--- config.mk ---
export PLATFORM = sky130hd
export DESIGN_NAME = signed_mult_ctrl_flat
export DESIGN_NICKNAME = d
export VERILOG_FILES = /design/src/rtl/signed_mult_ctrl_if.sv /design/src/rtl/signed_mult_ctrl.sv /design/src/flat_wrapper.sv
export SDC_FILE = /design/constraint.sdc
export NUM_CORES = 1
export LEC_CHECK = 0
export ABC_AREA = 1
export CAP_MARGIN = 5
export CORE_MARGIN = 2
export CORE_UTILIZATION = 53
export CTS_CLUSTER_SIZE = 25
export DETAILED_ROUTE_END_ITERATION = 6
export GPL_ROUTABILITY_DRIVEN = 0
export PLACE_DENSITY = 0.93
export SLEW_MARGIN = 20
export SYNTH_ARGS = -nofsm -noshare
export SYNTH_HDL_FRONTEND = slang
export SYNTH_SLANG_ARGS = --single-unit
--- constraint.sdc ---
create_clock -name clk -period 6.9 [get_ports clk]
set_clock_uncertainty 0.15 [all_clocks]
set_input_delay 1.725 -clock clk [delete_from_list [all_inputs] [get_ports clk]]
set_output_delay 1.725 -clock clk [all_outputs]
set_load 0.1 [all_outputs]
--- src/rtl/signed_mult_ctrl_if.sv ---
// Bundle between the signed multiplier controller, its requester and the
// unsigned shift-add datapath. The controller uses the slave view; the
// surrounding environment (requester plus datapath) uses the master view.
interface signed_mult_ctrl_if #(
  parameter int WIDTH = 8
);
  // Request / response side
  logic                   start;
  logic [WIDTH-1:0]       a;
  logic [WIDTH-1:0]       b;
  logic                   busy;
  logic                   done;
  logic [2*WIDTH-1:0]     result;

  // Datapath side
  logic [WIDTH-1:0]       dp_multiplier;
  logic [WIDTH-1:0]       dp_multiplicand;
  logic                   dp_load;
  logic                   dp_shift_en;
  logic                   dp_reg_en;
  logic                   dp_psel;
  logic [2*WIDTH-2:0]     dp_product;
  logic                   dp_zflag;

  modport master (
    output start, a, b, dp_product, dp_zflag,
    input  busy, done, result,
    input  dp_multiplier, dp_multiplicand,
    input  dp_load, dp_shift_en, dp_reg_en, dp_psel
  );

  modport slave (
    input  start, a, b, dp_product, dp_zflag,
    output busy, done, result,
    output dp_multiplier, dp_multiplicand,
    output dp_load, dp_shift_en, dp_reg_en, dp_psel
  );
endinterface

--- src/rtl/signed_mult_ctrl.sv ---
// Sequencing controller for a shift-add unsigned multiplier datapath.
// Converts two signed operands to sign/magnitude, steers the smaller
// magnitude to the multiplier input (optional), runs the datapath until the
// shifted multiplier is exhausted, and re-applies the sign to the product.
module signed_mult_ctrl #(
  parameter int WIDTH   = 8,
  parameter bit SWAP_EN = 1'b1
) (
  input  logic               clk,
  input  logic               rst,
  signed_mult_ctrl_if.slave  bus
);

  localparam int CNT_W = $clog2(WIDTH + 1);

  typedef enum logic [1:0] {
    IDLE,
    LOAD,
    RUN,
    DONE
  } state_t;

  state_t             state;
  state_t             state_next;
  logic [CNT_W-1:0]   count;
  logic               sign;
  logic [WIDTH-1:0]   mag_a;
  logic [WIDTH-1:0]   mag_b;
  logic               pick_a;
  logic [WIDTH-1:0]   mplier_q;
  logic [WIDTH-1:0]   mcand_q;
  logic [2*WIDTH-1:0] result_q;
  logic               finish;
  logic               load;
  logic               shift_en;
  logic               reg_en;
  logic               psel;

  // Unsigned magnitudes; negating the most negative value wraps to 2^(WIDTH-1),
  // which is exactly the magnitude when read as unsigned.
  always_comb begin
    mag_a  = bus.a[WIDTH-1] ? (-bus.a) : bus.a;
    mag_b  = bus.b[WIDTH-1] ? (-bus.b) : bus.b;
    pick_a = !SWAP_EN || (mag_a < mag_b);
  end

  // RUN ends when the multiplier is exhausted; the counter bound is a
  // safety net should the datapath never raise zflag.
  assign finish = (state == RUN) && (bus.dp_zflag || (count == CNT_W'(WIDTH)));

  // State register.
  always_ff @(posedge clk) begin
    // NOTE: sequential state uses non-blocking assignments so every register
    // samples the pre-edge values, independent of statement order.
    if (rst) begin
      state <= IDLE;
    end else begin
      state <= state_next;
    end
  end

  // Next-state and datapath control decode.
  always_comb begin
    // NOTE: every output gets a default before the case so no path leaves a
    // signal unassigned, which would otherwise infer a latch.
    state_next = state;
    load       = 1'b0;
    shift_en   = 1'b0;
    reg_en     = 1'b0;
    psel       = 1'b0;
    unique case (state)
      IDLE: begin
        if (bus.start) state_next = LOAD;
      end
      LOAD: begin
        load       = 1'b1;
        reg_en     = 1'b1;
        state_next = RUN;
      end
      RUN: begin
        if (finish) begin
          state_next = DONE;
        end else begin
          reg_en   = 1'b1;
          psel     = 1'b1;
          shift_en = 1'b1;
        end
      end
      DONE: begin
        state_next = IDLE;
      end
      default: state_next = IDLE;
    endcase
  end

  // Operand capture, step counter and signed result register.
  always_ff @(posedge clk) begin
    if (rst) begin
      count    <= '0;
      sign     <= 1'b0;
      mplier_q <= '0;
      mcand_q  <= '0;
      result_q <= '0;
    end else begin
      unique case (state)
        IDLE: begin
          if (bus.start) begin
            sign     <= bus.a[WIDTH-1] ^ bus.b[WIDTH-1];
            mplier_q <= pick_a ? mag_a : mag_b;
            mcand_q  <= pick_a ? mag_b : mag_a;
          end
        end
        LOAD: begin
          count <= '0;
        end
        RUN: begin
          if (finish) begin
            result_q <= sign ? -{1'b0, bus.dp_product} : {1'b0, bus.dp_product};
          end else begin
            count <= count + CNT_W'(1);
          end
        end
        default: ;
      endcase
    end
  end

  assign bus.busy            = (state != IDLE);
  assign bus.done            = (state == DONE);
  assign bus.result          = result_q;
  assign bus.dp_multiplier   = mplier_q;
  assign bus.dp_multiplicand = mcand_q;
  assign bus.dp_load         = load;
  assign bus.dp_shift_en     = shift_en;
  assign bus.dp_reg_en       = reg_en;
  assign bus.dp_psel         = psel;

endmodule

--- src/flat_wrapper.sv ---
// flat-port wrapper written by rule: the top's interface ports become plain ports
module signed_mult_ctrl_flat 
#(
  parameter int WIDTH   = 8,
  parameter bit SWAP_EN = 1'b1
)
  (clk, rst, bus_start, bus_a, bus_b, bus_dp_product, bus_dp_zflag, bus_busy, bus_done, bus_result, bus_dp_multiplier, bus_dp_multiplicand, bus_dp_load, bus_dp_shift_en, bus_dp_reg_en, bus_dp_psel);
  signed_mult_ctrl_if #(.WIDTH(WIDTH)) bus_i ();
  input  logic clk;
  input  logic rst;
  input wire logic [$bits(bus_i.start)-1:0] bus_start;
  input wire logic [$bits(bus_i.a)-1:0] bus_a;
  input wire logic [$bits(bus_i.b)-1:0] bus_b;
  input wire logic [$bits(bus_i.dp_product)-1:0] bus_dp_product;
  input wire logic [$bits(bus_i.dp_zflag)-1:0] bus_dp_zflag;
  output wire logic [$bits(bus_i.busy)-1:0] bus_busy;
  output wire logic [$bits(bus_i.done)-1:0] bus_done;
  output wire logic [$bits(bus_i.result)-1:0] bus_result;
  output wire logic [$bits(bus_i.dp_multiplier)-1:0] bus_dp_multiplier;
  output wire logic [$bits(bus_i.dp_multiplicand)-1:0] bus_dp_multiplicand;
  output wire logic [$bits(bus_i.dp_load)-1:0] bus_dp_load;
  output wire logic [$bits(bus_i.dp_shift_en)-1:0] bus_dp_shift_en;
  output wire logic [$bits(bus_i.dp_reg_en)-1:0] bus_dp_reg_en;
  output wire logic [$bits(bus_i.dp_psel)-1:0] bus_dp_psel;
  assign bus_i.start = bus_start;
  assign bus_i.a = bus_a;
  assign bus_i.b = bus_b;
  assign bus_i.dp_product = bus_dp_product;
  assign bus_i.dp_zflag = bus_dp_zflag;
  assign bus_busy = bus_i.busy;
  assign bus_done = bus_i.done;
  assign bus_result = bus_i.result;
  assign bus_dp_multiplier = bus_i.dp_multiplier;
  assign bus_dp_multiplicand = bus_i.dp_multiplicand;
  assign bus_dp_load = bus_i.dp_load;
  assign bus_dp_shift_en = bus_i.dp_shift_en;
  assign bus_dp_reg_en = bus_i.dp_reg_en;
  assign bus_dp_psel = bus_i.dp_psel;
  signed_mult_ctrl #(.WIDTH(WIDTH), .SWAP_EN(SWAP_EN)) u_core (.clk(clk), .rst(rst), .bus(bus_i));
endmodule
==> impl_metrics.env <==
export IMPL_fill_cells=402
export IMPL_grt_start_max_net_pins=35
export IMPL_syn_avg_cell_area_um2=6.19
export IMPL_fmax_mhz=175
export IMPL_period_share_pct=82.8
export IMPL_setup_tns_ns=0
export IMPL_r2r_setup_slack_ns=4.64
export IMPL_min_delay_start="u_core.bus.result[15]"
export IMPL_drc=0
export IMPL_ir_worst_vdd_v=0.000210
export IMPL_vias=2946
export IMPL_numCtsBuffers=5
export IMPL_ant_nets=0
export IMPL_synth_seq_cells=39
export IMPL_die_w_um=75.8
export IMPL_maxSlewHeadroom_pct=27.8
export IMPL_antenna_found_initial=0
export IMPL_post_cts_buffers=0
export IMPL_cts_sinks=39
export IMPL_io_buffers=72
export IMPL_wl_um=6620
export IMPL_die_y_um=75.8
export IMPL_die_area_mm2=0.00574
export IMPL_tightest_slew_ns=1.08
export IMPL_cp_max_fo=4
export IMPL_path_class="input port to output port"
export IMPL_viasPerCell=5.16
export IMPL_drv_cap=0
export IMPL_drtPass1Iterations=5
export IMPL_period_minus_slack_ns=5.72
export IMPL_hold_violations=0
export IMPL_hold_end="u_core.bus.result[15]"
export IMPL_cts_root_buffer="clkbuf_8"
export IMPL_ys_warn_count=0
export IMPL_area_delta_synth_final_pct=28.9
export IMPL_cts_hold_buf=0
export IMPL_ys_seq_area_share_pct=28.6
export IMPL_cts_resized_gates=0
export IMPL_overflow=0
export IMPL_power_density_mw_per_mm2=377
export IMPL_cp_required_ns=5.03
export IMPL_drive_gt1_share_pct=3.19
export IMPL_grt_pass1_vias=2577
export IMPL_leakage_nw=1.65
export IMPL_pin_count=73
export IMPL_synth_nets=493
export IMPL_rsz0062_at_grt="no"
export IMPL_cts_tree="done"
export IMPL_start_kind="input port"
export IMPL_min_path_cells=2
export IMPL_synth_area_mm2=0.00273
export IMPL_track_usage_pct=23.2
export IMPL_hp_class="flop to flop"
export IMPL_clock_latency_ns=0.29
export IMPL_fin_ws_ns=1.18
export IMPL_finalNetCount=552
export IMPL_reg2regPathDepth=6
export IMPL_r2r_start="u_core.state[0]"
export IMPL_htreeDepth=2
export IMPL_syn_inst=441
export IMPL_num_rows=26
export IMPL_start_util_pct=54.1
export IMPL_cts_reportedPaths_clkPinSlew_ns=0.09
export IMPL_fin_cells=571
export IMPL_setup_violations_final=0
export IMPL_wl_per_cell_um=11.6
export IMPL_status="complete, no violations"
export IMPL_drtIter0Drc=158
export IMPL_end_kind="output port"
export IMPL_dp_final_hpwl_um=5130
export IMPL_n_antenna_cell=0
export IMPL_core_mm2=0.00504
export IMPL_dpl_cell_count=563
export IMPL_drv_slew=0
export IMPL_clockBufferDepth=2
export IMPL_crit_arrival_ns=3.84
export IMPL_yosysUniqueCellTypes=29
export IMPL_r2r_end="u_core.bus.dp_multiplicand[1]"
export IMPL_dp_slack_ns=1.18
export IMPL_grt_pass1_wl_um=10400
-- how the worst max path moves through the flow --
stage,endpoint,from,slack [ns],cells after the start
6_report,bus_dp_reg_en,bus_dp_zflag,1.18,7
5_1_grt,bus_dp_reg_en,bus_dp_zflag,1.03,7
4_1_cts,bus_dp_reg_en,bus_dp_zflag,1.20,7
3_5_place_dp,bus_dp_reg_en,bus_dp_zflag,1.18,7
3_3_place_gp,bus_dp_reg_en,bus_dp_zflag,1.33,7
2_1_floorplan,bus_dp_reg_en,bus_dp_zflag,0.89,5
-- cells in the mapped netlist --
cell / n / area [um^2]
o22ai_1: 1 / 6.26
nand3_1: 51 / 255
inv_1: 60 / 225
nand3b_1: 4 / 30.0
nor2_2: 1 / 6.26
inv_2: 1 / 3.75
nor2_1: 61 / 229
a21oi_1: 28 / 140
nor3_2: 1 / 10.0
ha_1: 17 / 213
clkbuf_1: 7 / 26.3
or2_1: 1 / 6.26
buf_2: 9 / 45.0
dfxtp_1: 39 / 781
clkinv_1: 1 / 3.75
a21boi_2: 1 / 11.3
nand2_2: 3 / 18.8
xor2_1: 8 / 70.1
o21ai_0: 31 / 155
nor3_1: 3 / 15.0
a31oi_1: 1 / 6.26
o21ai_2: 1 / 8.76
o21a_1: 1 / 7.51
buf_6: 3 / 33.8
xnor2_1: 1 / 8.76
o211ai_1: 1 / 7.51
nand2_1: 102 / 383
buf_4: 1 / 7.51
a21boi_0: 2 / 15.0
-- cells in the final DEF, fill, tap and decap left out, types with 3 or more instances in the layout --
cell type	netlist	layout
clkbuf_8	0	5
xor2_1	8	8
dfxtp_1	39	39
ha_1	17	17
nand3_1	51	51
nor3_1	3	3
clkdlybuf4s50_1	0	72
inv_1	60	60
o21ai_0	31	31
nand3b_1	4	4
a21oi_1	28	28
nor2_1	61	61
nand2_2	3	3
nand2_1	102	102
-- layout make-up --
cell class | count | area, um^2 | share of cell area, %
multi-input combinational | 320 | 1600 | 45.6
sequential | 39 | 781 | 22.2
timing repair buffer | 72 | 721 | 20.5
inverter | 62 | 233 | 6.62
tap | 70 | 87.6 | 2.49
clock buffer | 5 | 68.8 | 1.96
clock inverter | 3 | 23.8 | 0.676
-- sequential cells by signal, indices dropped and copies added (netlist names) --
signal,flops
u_core.count,4
u_core.bus.result,16
u_core.sign,1
u_core.bus.dp_multiplicand,8
u_core.bus.dp_multiplier,8
u_core.state,2
-- logic make-up (layout without fill, tap and decap cells) --
logic type      after synthesis  after routing  synth area share, %
simple gates                227            227                 34.9
buf+inv                      82            142                 12.7
compound gates               67             67                 13.1
flops                        39             39                 28.6
fa+ha+maj                    17             17                 7.79
xor+xnor                      9              9                 2.89
-- through the flow --
stage	hold WS, ns	power [W]	utilization (%)	area (um^2)
after floorplan	0.297	0.000991	-	2730
after global placement	0.312	0.00115	67.9	3420
after detailed placement	0.325	0.00117	67.9	3420
after CTS	0.344	0.00133	69.8	3520
after global routing	0.375	0.00140	69.8	3520
final	0.347	0.00133	69.8	3520
-- worst max-delay path, stage by stage --
cell	delay [ns]
clkdlybuf4s50_1	0.39
inv_1	0.06
nand2_1	0.05
inv_1	0.08
nand2_1	0.10
a21boi_0	0.25
clkdlybuf4s50_1	1.19
-- layer usage --
metal,global-route usage (%),routed length [um],up-vias
li1,-,-,1508
met1,26.0,2760,1333
met2,43.1,3360,89
met3,3.57,333,16
met4,9.55,167,0
met5,0,0,-
-- report_power, final --
part,switching (W),total [W],internal [W]
logic,0.000644,0.000854,0.000210
registers,0.0000347,0.000313,0.000278
clock network,0.0000859,0.000158,0.0000722
total,0.000765,0.00133,0.000560
(Power assumes the default switching activity.)
